==> src/rtl/led_chase_if.sv <==
// LED chaser observation bus: sample enable and LED pattern in, decoded status out.
// The monitor attaches through the slave modport; the stimulus side uses master.
interface led_chase_if;
    logic       en;
    logic [7:0] led_in;
    logic       locked;
    logic       dir;
    logic [2:0] pos;
    logic       stall;
    logic       err_pulse;
    logic [7:0] err_count;

    modport master (
        output en,
        output led_in,
        input  locked,
        input  dir,
        input  pos,
        input  stall,
        input  err_pulse,
        input  err_count
    );

    modport slave (
        input  en,
        input  led_in,
        output locked,
        output dir,
        output pos,
        output stall,
        output err_pulse,
        output err_count
    );
endinterface

==> src/rtl/led_chase_monitor.sv <==
// Decodes a running-LED bus: locks onto a one-hot chase, reports direction and
// position, counts pattern errors and flags a stalled pattern.
module led_chase_monitor #(
    parameter int unsigned STALL_MAX = 8
) (
    input logic        clk,
    input logic        reset,
    led_chase_if.slave bus
);

    localparam int unsigned LED_W = 8;
    localparam int unsigned POS_W = 3;
    localparam int unsigned CNT_W = 8;
    localparam logic [CNT_W-1:0] CNT_MAX  = '1;
    localparam logic [CNT_W-1:0] HOLD_THR = CNT_W'(STALL_MAX - 1);

    generate
        if (STALL_MAX < 2 || STALL_MAX > 255) begin : g_bad_stall_max
            $error("led_chase_monitor: STALL_MAX must be in 2..255");
        end
    endgenerate

    typedef enum logic [1:0] {
        IDLE    = 2'd0,
        ACQUIRE = 2'd1,
        LOCKED  = 2'd2
    } state_t;

    state_t             state;
    state_t             state_next;
    logic [LED_W-1:0]   prev;
    logic [LED_W-1:0]   prev_next;
    logic [POS_W-1:0]   pos;
    logic [POS_W-1:0]   pos_next;
    logic               dir;
    logic               dir_next;
    logic               locked;
    logic               locked_next;
    logic               stall;
    logic               stall_next;
    logic               err_pulse;
    logic               err_next;
    logic [CNT_W-1:0]   err_count;
    logic [CNT_W-1:0]   err_count_next;
    logic [CNT_W-1:0]   hold;
    logic [CNT_W-1:0]   hold_next;

    logic               sample_one_hot;
    logic [POS_W-1:0]   sample_idx;
    logic               sample_same;
    logic [LED_W-1:0]   rot_r;
    logic [LED_W-1:0]   rot_l;
    logic [LED_W-1:0]   chase_next;
    logic [CNT_W-1:0]   hold_inc;
    logic [CNT_W-1:0]   err_inc;

    // Sample classification and the two candidate successors of prev.
    always_comb begin
        sample_one_hot = (bus.led_in != '0) &&
                         ((bus.led_in & (bus.led_in - LED_W'(1))) == '0);
        sample_idx = '0;
        for (int i = 0; i < int'(LED_W); i++) begin
            if (bus.led_in[i]) sample_idx = POS_W'(i);
        end
        sample_same = (bus.led_in == prev);
        rot_r       = {prev[0], prev[LED_W-1:1]};
        rot_l       = {prev[LED_W-2:0], prev[LED_W-1]};
        chase_next  = dir ? rot_l : rot_r;
        hold_inc    = (hold == CNT_MAX) ? hold : hold + CNT_W'(1);
        err_inc     = (err_count == CNT_MAX) ? err_count : err_count + CNT_W'(1);
    end

    // Next-state and next-output logic.
    always_comb begin
        state_next     = state;
        prev_next      = prev;
        pos_next       = pos;
        dir_next       = dir;
        locked_next    = locked;
        hold_next      = hold;
        err_next       = 1'b0;
        err_count_next = err_count;
        stall_next     = stall;

        if (bus.en) begin
            case (state)
                IDLE: begin
                    hold_next = '0;
                    if (sample_one_hot) begin
                        state_next = ACQUIRE;
                        prev_next  = bus.led_in;
                        pos_next   = sample_idx;
                    end else if (bus.led_in != '0) begin
                        err_next = 1'b1;
                    end
                end

                ACQUIRE: begin
                    if (sample_same) begin
                        hold_next = hold_inc;
                    end else if (bus.led_in == rot_r || bus.led_in == rot_l) begin
                        state_next  = LOCKED;
                        locked_next = 1'b1;
                        dir_next    = (bus.led_in == rot_l);
                        prev_next   = bus.led_in;
                        pos_next    = sample_idx;
                        hold_next   = '0;
                    end else begin
                        err_next = 1'b1;
                    end
                end

                LOCKED: begin
                    if (sample_same) begin
                        hold_next = hold_inc;
                    end else if (bus.led_in == chase_next) begin
                        prev_next = bus.led_in;
                        pos_next  = sample_idx;
                        hold_next = '0;
                    end else begin
                        err_next = 1'b1;
                    end
                end

                default: begin
                    state_next  = IDLE;
                    prev_next   = '0;
                    locked_next = 1'b0;
                    hold_next   = '0;
                end
            endcase

            // Any error resyncs: a one-hot offender becomes the new anchor.
            if (err_next) begin
                err_count_next = err_inc;
                locked_next    = 1'b0;
                hold_next      = '0;
                if (sample_one_hot) begin
                    state_next = ACQUIRE;
                    prev_next  = bus.led_in;
                    pos_next   = sample_idx;
                end else begin
                    state_next = IDLE;
                    prev_next  = '0;
                end
            end

            stall_next = (state_next != IDLE) && (hold_next >= HOLD_THR);
        end
    end

    // State and output registers.
    always_ff @(posedge clk) begin
        if (reset) begin
            state     <= IDLE;
            prev      <= '0;
            pos       <= '0;
            dir       <= 1'b0;
            locked    <= 1'b0;
            hold      <= '0;
            stall     <= 1'b0;
            err_pulse <= 1'b0;
            err_count <= '0;
        end else begin
            state     <= state_next;
            prev      <= prev_next;
            pos       <= pos_next;
            dir       <= dir_next;
            locked    <= locked_next;
            hold      <= hold_next;
            stall     <= stall_next;
            err_pulse <= err_next;
            err_count <= err_count_next;
        end
    end

    assign bus.locked    = locked;
    assign bus.dir       = dir;
    assign bus.pos       = pos;
    assign bus.stall     = stall;
    assign bus.err_pulse = err_pulse;
    assign bus.err_count = err_count;

endmodule

==> src/flat_wrapper.sv <==
// flat-port wrapper written by rule: the top's interface ports become plain ports
module led_chase_monitor_flat 
#(
    parameter int unsigned STALL_MAX = 8
)
  (clk, reset, bus_en, bus_led_in, bus_locked, bus_dir, bus_pos, bus_stall, bus_err_pulse, bus_err_count);
  led_chase_if bus_i ();
  input logic clk;
  input logic reset;
  input wire logic [$bits(bus_i.en)-1:0] bus_en;
  input wire logic [$bits(bus_i.led_in)-1:0] bus_led_in;
  output wire logic [$bits(bus_i.locked)-1:0] bus_locked;
  output wire logic [$bits(bus_i.dir)-1:0] bus_dir;
  output wire logic [$bits(bus_i.pos)-1:0] bus_pos;
  output wire logic [$bits(bus_i.stall)-1:0] bus_stall;
  output wire logic [$bits(bus_i.err_pulse)-1:0] bus_err_pulse;
  output wire logic [$bits(bus_i.err_count)-1:0] bus_err_count;
  assign bus_i.en = bus_en;
  assign bus_i.led_in = bus_led_in;
  assign bus_locked = bus_i.locked;
  assign bus_dir = bus_i.dir;
  assign bus_pos = bus_i.pos;
  assign bus_stall = bus_i.stall;
  assign bus_err_pulse = bus_i.err_pulse;
  assign bus_err_count = bus_i.err_count;
  led_chase_monitor #(.STALL_MAX(STALL_MAX)) u_core (.clk(clk), .reset(reset), .bus(bus_i));
endmodule
==> config.mk <==
export PLATFORM = sky130hd
export DESIGN_NAME = led_chase_monitor_flat
export DESIGN_NICKNAME = d
export VERILOG_FILES = /design/src/rtl/led_chase_if.sv /design/src/rtl/led_chase_monitor.sv /design/src/flat_wrapper.sv
export SDC_FILE = /design/constraint.sdc
export NUM_CORES = 1
export LEC_CHECK = 0
export BUFFER_PORTS_ARGS = -buffer_cell sky130_fd_sc_hd__buf_4
export CORE_UTILIZATION = 30
export CTS_CLUSTER_DIAMETER = 200
export DETAILED_ROUTE_END_ITERATION = 8
export PLACE_DENSITY = 0.49
export SKIP_LAST_GASP = 1
export SLEW_MARGIN = 20
export SYNTH_ARGS = -nofsm -noshare
export SYNTH_HDL_FRONTEND = slang
export SYNTH_SLANG_ARGS = --single-unit
==> constraint.sdc <==
create_clock -name clk -period 3.45 [get_ports clk]
set_input_delay 0.1725 -clock clk [delete_from_list [all_inputs] [get_ports clk]]
set_output_delay 0.1725 -clock clk [all_outputs]
set_load 0.02 [all_outputs]
== Word-level counts from Yosys, hierarchy flattened ==
Index checks and enable logic that the tools add are counted.

* Bits in registers: 33
* Input port bits: 11

* $add $sub $neg: 3
* Order comparisons: 1
* Equal/unequal tests: 14
* Muxes and demuxes: 51
* Bitwise logic cells: 4
* Reduce and logical (&&, ||, !) cells: 13

{| class="wikitable"
|+ Operator list
! kind !! number
|-
| 2-to-1 mux 8 bit || 15
|-
| 2-to-1 mux 3 bit || 11
|-
| == test 8 bit || 4
|-
| case mux 8 bit (3 select lines) || 1
|-
| adder 8 x 1 -> 8 bit (second input constant) || 2
|-
| == test 8 bit (second input constant) || 2
|-
| case mux 8 bit (2 select lines) || 1
|-
| 2-to-1 mux 2 bit || 7
|-
| 2-to-1 mux 1 bit || 12
|-
| != test 3 x 1 -> 1 bit (second input constant) || 3
|-
| case mux 3 bit (3 select lines) || 1
|-
| bitwise AND 8 bit || 1
|-
| greater-or-equal comparator 8 x 3 -> 1 bit (second input constant) || 1
|-
| zero test 8 bit || 1
|-
| AND reduction 4 bit || 2
|-
| nonzero test 8 bit || 1
|-
| subtractor 8 x 1 -> 8 bit (second input constant) || 1
|-
| != test 3 bit (second input constant) || 2
|-
| case mux 2 bit (3 select lines) || 1
|-
| AND reduction 6 bit || 1
|-
| OR reduction 2 bit || 2
|-
| NOT 1 bit || 3
|-
| case mux 1 bit (3 select lines) || 1
|-
| AND reduction 3 bit || 1
|-
| 8 further kinds || 9
|}

== Logic depth before layout (Yosys ltp) ==
Gate-level depths: netlist (run 1).

* Word-level depth: 12
* Mapped depth: 11
* Mapped depth without buffers: 9

== Least setup slack after synthesis (run 1) ==
Ideal clock, no wire load.

* Path type: input-to-reg
* From: input port bus_led_in[0]
* To: register u_core.hold[2]
* Arrival time: 2.409 ns
* Required time: 3.380 ns
* Path slack: 0.970 ns
* Cell stages on the path: 9
* Path through: clkbuf_1 -> xnor2_1 -> nand4_1 -> nor2_1 -> a21oi_1 -> a311o_1 -> a211o_1 -> or3_1 -> a21oi_1

* Cells in the longest elaborated chain, start to end: 9
* Elaborated cells between the ends (all ways): 25

{| class="wikitable"
|+ RTL lines
! what !! line !! text
|-
| start, declared || flat_wrapper.sv:11 || <nowiki>input wire logic [$bits(bus_i.led_in)-1:0] bus_led_in;</nowiki>
|-
| subtractor 8 x 1 -> 8 bit || led_chase_monitor.sv:60 || <nowiki>((bus.led_in & (bus.led_in - LED_W'(1))) == '0);</nowiki>
|-
| bitwise AND 8 bit || led_chase_monitor.sv:60 ||
|-
| zero test 8 bit || led_chase_monitor.sv:60 ||
|-
| logical AND 1 bit || led_chase_monitor.sv:59 || <nowiki>sample_one_hot = (bus.led_in != '0) &&</nowiki>
|-
| 2-to-1 mux 1 bit || led_chase_monitor.sv:89 || <nowiki>if (sample_one_hot) begin</nowiki>
|-
| case mux 1 bit (3 select lines) || led_chase_monitor.sv:86 || <nowiki>case (state)</nowiki>
|-
| 2-to-1 mux 1 bit || led_chase_monitor.sv:85 || <nowiki>if (bus.en) begin</nowiki>
|-
| 2-to-1 mux 8 bit * || led_chase_monitor.sv:134 || <nowiki>if (err_next) begin</nowiki>
|-
| 2-to-1 mux 8 bit * || led_chase_monitor.sv:85 ||
|-
| end signal, assigned || led_chase_monitor.sv:170 || <nowiki>hold <= hold_next;</nowiki>
|-
| end, declared || led_chase_monitor.sv:45 || <nowiki>logic [CNT_W-1:0] hold;</nowiki>
|}

Mark *: on every way between the ends. The rest lies on a longest branch, timed or not. The select of a mux whose other input is x is not followed.
A chain may end at the register's enable or synchronous reset.

== Worst setup path after layout (run 1) ==
* From: register u_core.prev[4]
* To: register u_core.hold[2]

* Cells in the longest elaborated chain, start to end: 8
* Elaborated cells between the ends (all ways): 19

{| class="wikitable"
|+ RTL lines
! what !! line !! text
|-
| start, declared || led_chase_monitor.sv:31 || <nowiki>logic [LED_W-1:0] prev;</nowiki>
|-
| start signal, assigned || led_chase_monitor.sv:166 || <nowiki>prev <= prev_next;</nowiki>
|-
| 2-to-1 mux 8 bit or == test 8 bit (tied branches) || led_chase_monitor.sv:68, led_chase_monitor.sv:101 ||
|-
| == test 8 bit or logical OR 1 bit (tied branches) || led_chase_monitor.sv:116, led_chase_monitor.sv:101 ||
|-
| 2-to-1 mux 1 bit (on tied branches) || led_chase_monitor.sv:116, led_chase_monitor.sv:101 ||
|-
| 2-to-1 mux 1 bit (on tied branches) || led_chase_monitor.sv:114, led_chase_monitor.sv:99 ||
|-
| case mux 1 bit (3 select lines) || led_chase_monitor.sv:86 ||
|-
| 2-to-1 mux 1 bit || led_chase_monitor.sv:85 ||
|-
| 2-to-1 mux 8 bit * || led_chase_monitor.sv:134 ||
|-
| 2-to-1 mux 8 bit * || led_chase_monitor.sv:85 ||
|}

Marks and branches as above.

==> metrics.cfg, run 1 <==
[placed_design]
place_area_mm2 = 0.00257
port-buffer-count = 25
dpl.hpwl_um = 4230
detailedPlace.worstSlack_ps = 628
gp_congestion = 0.787

[global_route]
maximum_number_of_pins_on_one_net_before_global_route_repair = 25
grt_pass1_wl_um = 10000
antenna_found_initial = 0
grt_pass1_vias = 2019
global_route.peak_usage_layer = met2
grt_use_met2 = 0.238
groute.usage.overall = 0.150
grtUsageMet3 = 0.0296
grt.met1_usage = 0.205
grt_overflow = 0

[timing]
shortest_clock_period_the_worst_path_allows_after_layout_ps = 2760
hold_viol = 0
min_period_over_period = 0.801
fin_worst_skew_ps = 6.51
setup_viol = 0
worst_slack_ps = 687
relSlewSlack = 0.565
setup_tns_ps = 0
achievable-frequency_mhz = 362
final_max_slew_viol_count = 0
grt_setup_unrepaired = false
max_slew.worst_pin.slew_ps = 650

[clock_tree]
cts.sink_count = 33
cts-root-buf = clkbuf_8
cts_max_level = 2
cts_made_buffers = 5
clk_pin_slew_ps = 70
max-clock-path-buffers = 2
post_cts.repair.setup_buffers = 0
cts_hold_buffers = 0
clock_tree_from_tritoncts = built
post_cts_resized = 0
worstSkewPairLatency_ps = 290

[worst_setup_path]
worst-endpoint-arrival_ps = 2990
critical_path_buf_inv_count = 0
critical_path.max_stage_delay_ps = 470
setup.reg_to_reg.worst_slack_ps = 690
r2r_start = u_core.prev[4]
worst_setup_path_start_kind = flop
ff2ff_path_depth = 8
crit_path_cell_trace = xnor2_1 > nand4_1 > nor2_1 > a21oi_1 > a311o_1 > a211o_1 > or3_1 > a21oi_1
r2r-end = u_core.hold[2]
cp_max_fo = 8
critical_path.slowest_cell = a311o_1
cp_top_family = compound AO/OA/AOI/OAI gates
crit_type = reg2reg
critPathCaptureType = flop
cp.required_ps = 3670
cp_common_cell = a21oi_1

[final_layout]
antenna-diode-count = 0
synth_to_final_area_change_pct = 14.7
final_net_count = 336
final_layout_size_suffix_gt1_frac = 0.129
stdcell_area_mm2 = 0.00266
filler_cell_count = 805

[yosys]
warning_count_from_the_yosys_run = 0
synth.area.top_cells = dfxtp_1, xnor2_1, nand2_1
ys_dominant_reg_cell = dfxtp_1
synth_area_mm2 = 0.00232
syn_avg_cell_area_um2 = 7.66
async_reset_ff_frac = 0
post_synth_num_cell_types = 53
synth_largest_area_cell = dfxtp_1
synth-edff-count = 0
synth_fp_nets = 320
netlist.area_leader.share = 0.285
synth.ff_latch_count = 33
yosysSeqAreaShare = 0.285
yosys.cell_count.top_type = nand2_1
ys_top_cells_by_count = nand2_1, dfxtp_1, nor2_1
number_of_standard_cells_after_synthesis = 303

[hold_path]
worstHoldPathCells = 2
worstHoldEndpoint = u_core.hold[5]
hold_path.class = in2reg
holdCritStartpoint = bus_en

[floorplanning]
ios = 26
core_region_area_mm2 = 0.00737
die-width_um = 90.0
initial_cell_density_of_the_core = 0.315
core.rowCount = 31
chipHeight_um = 90.0
die-area_mm2 = 0.00809

[detailed_routing]
drc_errors = 0
via_per_inst = 5.21
vias = 2178
detail-route-antenna-nets = 0
dr.first_iter.drc_count = 98
drt_wl_total_um = 5850
firstDrtPassIters = 4
wirelength_per_cell_um = 14.0

[status]
status = finished, final reports clean

[flow_run]
maxCapViolations = 0

[power_and_ir_drop]
post-layout-total-power_uw = 809
cellPowerDensity_mw_per_mm2 = 304
vdd_ir_drop_max_mv = 0.115
leakage_uw = 0.000907

## worst max-delay path by stage
| stage | to | cells after the start | start |
|---|---|---|---|
| after floorplan | u_core.hold[2] | 9 | bus_led_in[0] |
| after global placement | u_core.hold[2] | 9 | bus_led_in[2] |
| after detailed placement | u_core.hold[2] | 9 | bus_led_in[2] |
| after CTS | u_core.hold[2] | 9 | u_core.prev[1] |
| after global routing | u_core.prev[0] | 8 | u_core.prev[4] |
| final | u_core.hold[2] | 8 | u_core.prev[4] |
## stage by stage
stage / std cells / utilization / hold WS (ps)
2_1_floorplan: 303 / - / 349
3_3_place_gp: 411 / 0.349 / 460
3_5_place_dp: 411 / 0.349 / 460
4_1_cts: 418 / 0.361 / 201
5_1_grt: 418 / 0.361 / 213
6_report: 418 / 0.361 / 199
## layer usage
layer,wire length [um],vias to the layer above,share of wire
met5,0,-,0
met4,44,0,0.0075
met3,151,4,0.026
met2,2630,35,0.45
met1,3020,1013,0.52
li1,-,1126,-
## kinds of logic (layout without fill, tap and decap cells)
logic type | count (synthesis) | count (layout) | share of synthesized area
adders and majority gates | 7 | 7 | 0.0367
DFF | 33 | 33 | 0.285
xor gates and xnor gates | 33 | 33 | 0.125
and+or+nand+nor | 124 | 124 | 0.258
muxes | 4 | 4 | 0.0183
AOI/OAI and AO/OA | 74 | 74 | 0.229
buffers and inverters | 28 | 44 | 0.0491
## sequential cells by signal, summed over array words and instances, names as in the netlist
register              cells
u_core.bus.dir            1
u_core.bus.stall          1
u_core.prev               8
u_core.bus.pos            3
u_core.bus.err_count      8
u_core.bus.locked         1
u_core.bus.err_pulse      1
u_core.state              2
u_core.hold               8
## cell usage in the layout, fill, tap and decap left out, drive strengths merged, types with 2 or more instances in the layout
cell type,netlist,routed
a211oi,3,3
a21o,4,4
a21oi,17,17
a221oi,2,2
a22o,9,9
a22oi,2,2
a2bb2oi,3,3
a31oi,4,4
a32o,3,3
a41oi,2,2
and2,3,3
buf,9,28
clkbuf,10,7
dfxtp,33,33
ha,6,6
inv,9,9
mux2,2,2
mux2i,2,2
nand2,39,39
nand3,8,8
nand3b,3,3
nand4,9,9
nor2,32,32
nor3,9,9
nor4,7,7
nor4b,3,3
o21ai,11,11
o21bai,2,2
o31a,2,2
or3,6,6
or4,2,2
xnor2,24,24
xor2,9,9
## worst reg2reg max path, delay by kind of cell, from the launching register on
family	cells	cell delay, ps
AND/OR/NAND/NOR	3	810
XOR/XNOR	1	150
flip-flops	1	440
AO/OA/AOI/OAI	4	1300
## power breakdown
| part | internal [uW] | switching [uW] | total [uW] |
|---|---|---|---|
| Clock | 158 | 147 | 305 |
| Combinational | 43.8 | 67.7 | 111 |
| Sequential | 387 | 6.04 | 393 |
| Total | 589 | 220 | 809 |
## layout make-up
class / count / area [um^2] / share of cell area
multi-input cells: 242 / 1550 / 0.581
flip-flops and latches: 33 / 661 / 0.248
repair buffers: 28 / 210 / 0.0790
well taps: 99 / 124 / 0.0465
clock buffers: 7 / 86.3 / 0.0324
inverters: 9 / 33.8 / 0.0127
Power figures use the tool's default switching activity.
==> run 2: changes to the inputs <==
Settings changed: PLACE_DENSITY 0.49 to 0.51.
Clock period 3.45 ns to 2.4 ns, I/O delays scaled along.
==> run 2 against run 1 <==
Clock skew grew 0.73 ps. Design area grew 18%. Register-to-register slack lost 630 ps. Power grew 46%. Global-route usage grew 0.95 points. Core utilization grew 6.5 points. First-iteration DRC count shrank 7.1%. Final cell count grew 10%. Sequential power grew 43%. Die area is the same. Combinational power grew 81%. Setup slack lost 630 ps. Highest routed layer unchanged.
==> metrics.cfg, run 2 (same netlist as run 1, synthesis figures left out) <==
[floorplanning]
die-area_mm2 = 0.00809
core_region_area_mm2 = 0.00737
chipHeight_um = 90.0
initial_cell_density_of_the_core = 0.315
core.rowCount = 31
ios = 26
die-width_um = 90.0

[placed_design]
gp_congestion = 0.833
dpl.hpwl_um = 4700
detailedPlace.worstSlack_ps = -101
port-buffer-count = 25

[final_layout]
mostFrequentLayoutCells = buf_4, nand2_1, nor2_1, dfxtp_1, xnor2_1
synth_to_final_area_change_pct = 35.2
largestRegisters = u_core.bus.err_count x8, u_core.hold x8, u_core.prev x8
antenna-diode-count = 0
final_net_count = 378
filler_cell_count = 778
postLayoutCoreUtil = 0.426
layout_commonest_cell = buf_4
final_layout_size_suffix_gt1_frac = 0.315

[worst_setup_path]
cp.required_ps = 2610
worst-endpoint-arrival_ps = 2560
critPathCaptureType = flop
cp_max_fo = 6
crit_type = reg2reg
worst_setup_path_start_kind = flop

[timing]
worst_slack_ps = 54.0
hold_viol = 0
min_period_over_period = 0.977
grt_setup_unrepaired = true
shortest_clock_period_the_worst_path_allows_after_layout_ps = 2350
fin_worst_skew_ps = 7.24
achievable-frequency_mhz = 426
setup_viol = 0
final_max_slew_viol_count = 0
relSlewSlack = 0.648
max_slew.worst_pin.slew_ps = 524

[power_and_ir_drop]
cellPowerDensity_mw_per_mm2 = 376
vdd_ir_drop_max_mv = 0.249
switching_share = 0.283
leakage_uw = 0.00113
power.internal_uw = 846
power_frac_seq = 0.477
clockPowerShare = 0.353
netSwitchingPower_uw = 334
combPwrFrac = 0.170

[clock_tree]
cts.sink_count = 33
max-clock-path-buffers = 2
cts_hold_buffers = 0
worstSkewPairLatency_ps = 280
cts_made_buffers = 5
cts_max_level = 2
clk_pin_slew_ps = 70
clock_tree_from_tritoncts = built
cts-root-buf = clkbuf_8

[detailed_routing]
wirelength_per_cell_um = 14.2
dr.first_iter.drc_count = 91
drc_errors = 0
firstDrtPassIters = 4
vias = 2396
drt_wl_total_um = 6550
detail-route-antenna-nets = 0
via_per_inst = 5.20

[flow_run]
maxCapViolations = 0

[hold_path]
hold_path.class = in2reg

[global_route]
antenna_found_initial = 0
grt_pass1_vias = 2247
maximum_number_of_pins_on_one_net_before_global_route_repair = 25
groute.usage.overall = 0.160
grt_pass1_wl_um = 10600
grt_overflow = 0

[status]
status = finished, final reports clean

[run 2: critical path, stage by stage (launching register included)]
cell	delay (ps)
dfxtp_4	370
xor2_2	150
nor4_2	280
buf_4	160
nand2_2	50
buf_6	150
buf_4	130
nor4b_1	230
a31oi_1	70
or3_1	320
a31o_1	220
a22oi_1	140
[run 2: layout make-up]
type | count | area [um^2] | area share
clock inverter | 3 | 17.5 | 0.00558
multi-input combinational | 242 | 1670 | 0.531
tap | 99 | 124 | 0.0395
timing repair buffer | 70 | 553 | 0.176
clock buffer | 5 | 68.8 | 0.0219
sequential | 33 | 674 | 0.215
inverter | 9 | 33.8 | 0.0108
[run 2: power by group through the flow]
| stage | clock network (uW) | logic, uW | registers, uW |
|---|---|---|---|
| after global routing | 460 | 220 | 564 |
| after global placement | 0 | 193 | 577 |
| final | 416 | 201 | 563 |
| after CTS | 438 | 197 | 564 |
| after detailed placement | 0 | 194 | 577 |
| after floorplan | 0 | 106 | 583 |
[run 2: final timing paths]
kind                          start                 to  slack [ps]  cells past startpoint
hold / removal        bus_led_in[1]     u_core.prev[1]         120                      2
setup reg to reg     u_core.prev[6]   u_core.bus.stall          50                     11
setup / recovery     u_core.prev[6]   u_core.bus.stall          50                     11
hold reg to reg   u_core.bus.pos[2]  u_core.bus.pos[2]         490                      1
[run 2: metrics by stage]
step | hold WS, ps | power (uW) | std cells | area, um^2 | setup TNS [ps]
floorplan | 297 | 690 | 303 | 2320 | 0
CTS | 114 | 1200 | 460 | 3030 | -26.9
finish | 125 | 1180 | 461 | 3140 | 0
detailed placement | 415 | 771 | 449 | 2870 | -799
global placement | 422 | 770 | 449 | 2870 | -378
global route | 123 | 1240 | 461 | 3140 | -342
[run 2: what timing repair did]
item / in CTS / in global routing
gates resized for setup: 16 / 24
pin swaps: 8 / 10
buffers inserted: 3 / 1
endpoints found under the setup margin: 18 / 28
[run 2: routing by layer]
layer  track usage  vias up  share of wire
met5             0        -              0
met4        0.0376        0         0.0078
met3        0.0271        4          0.027
met2         0.272       32           0.49
met1         0.210     1146           0.48
li1              -     1214              -
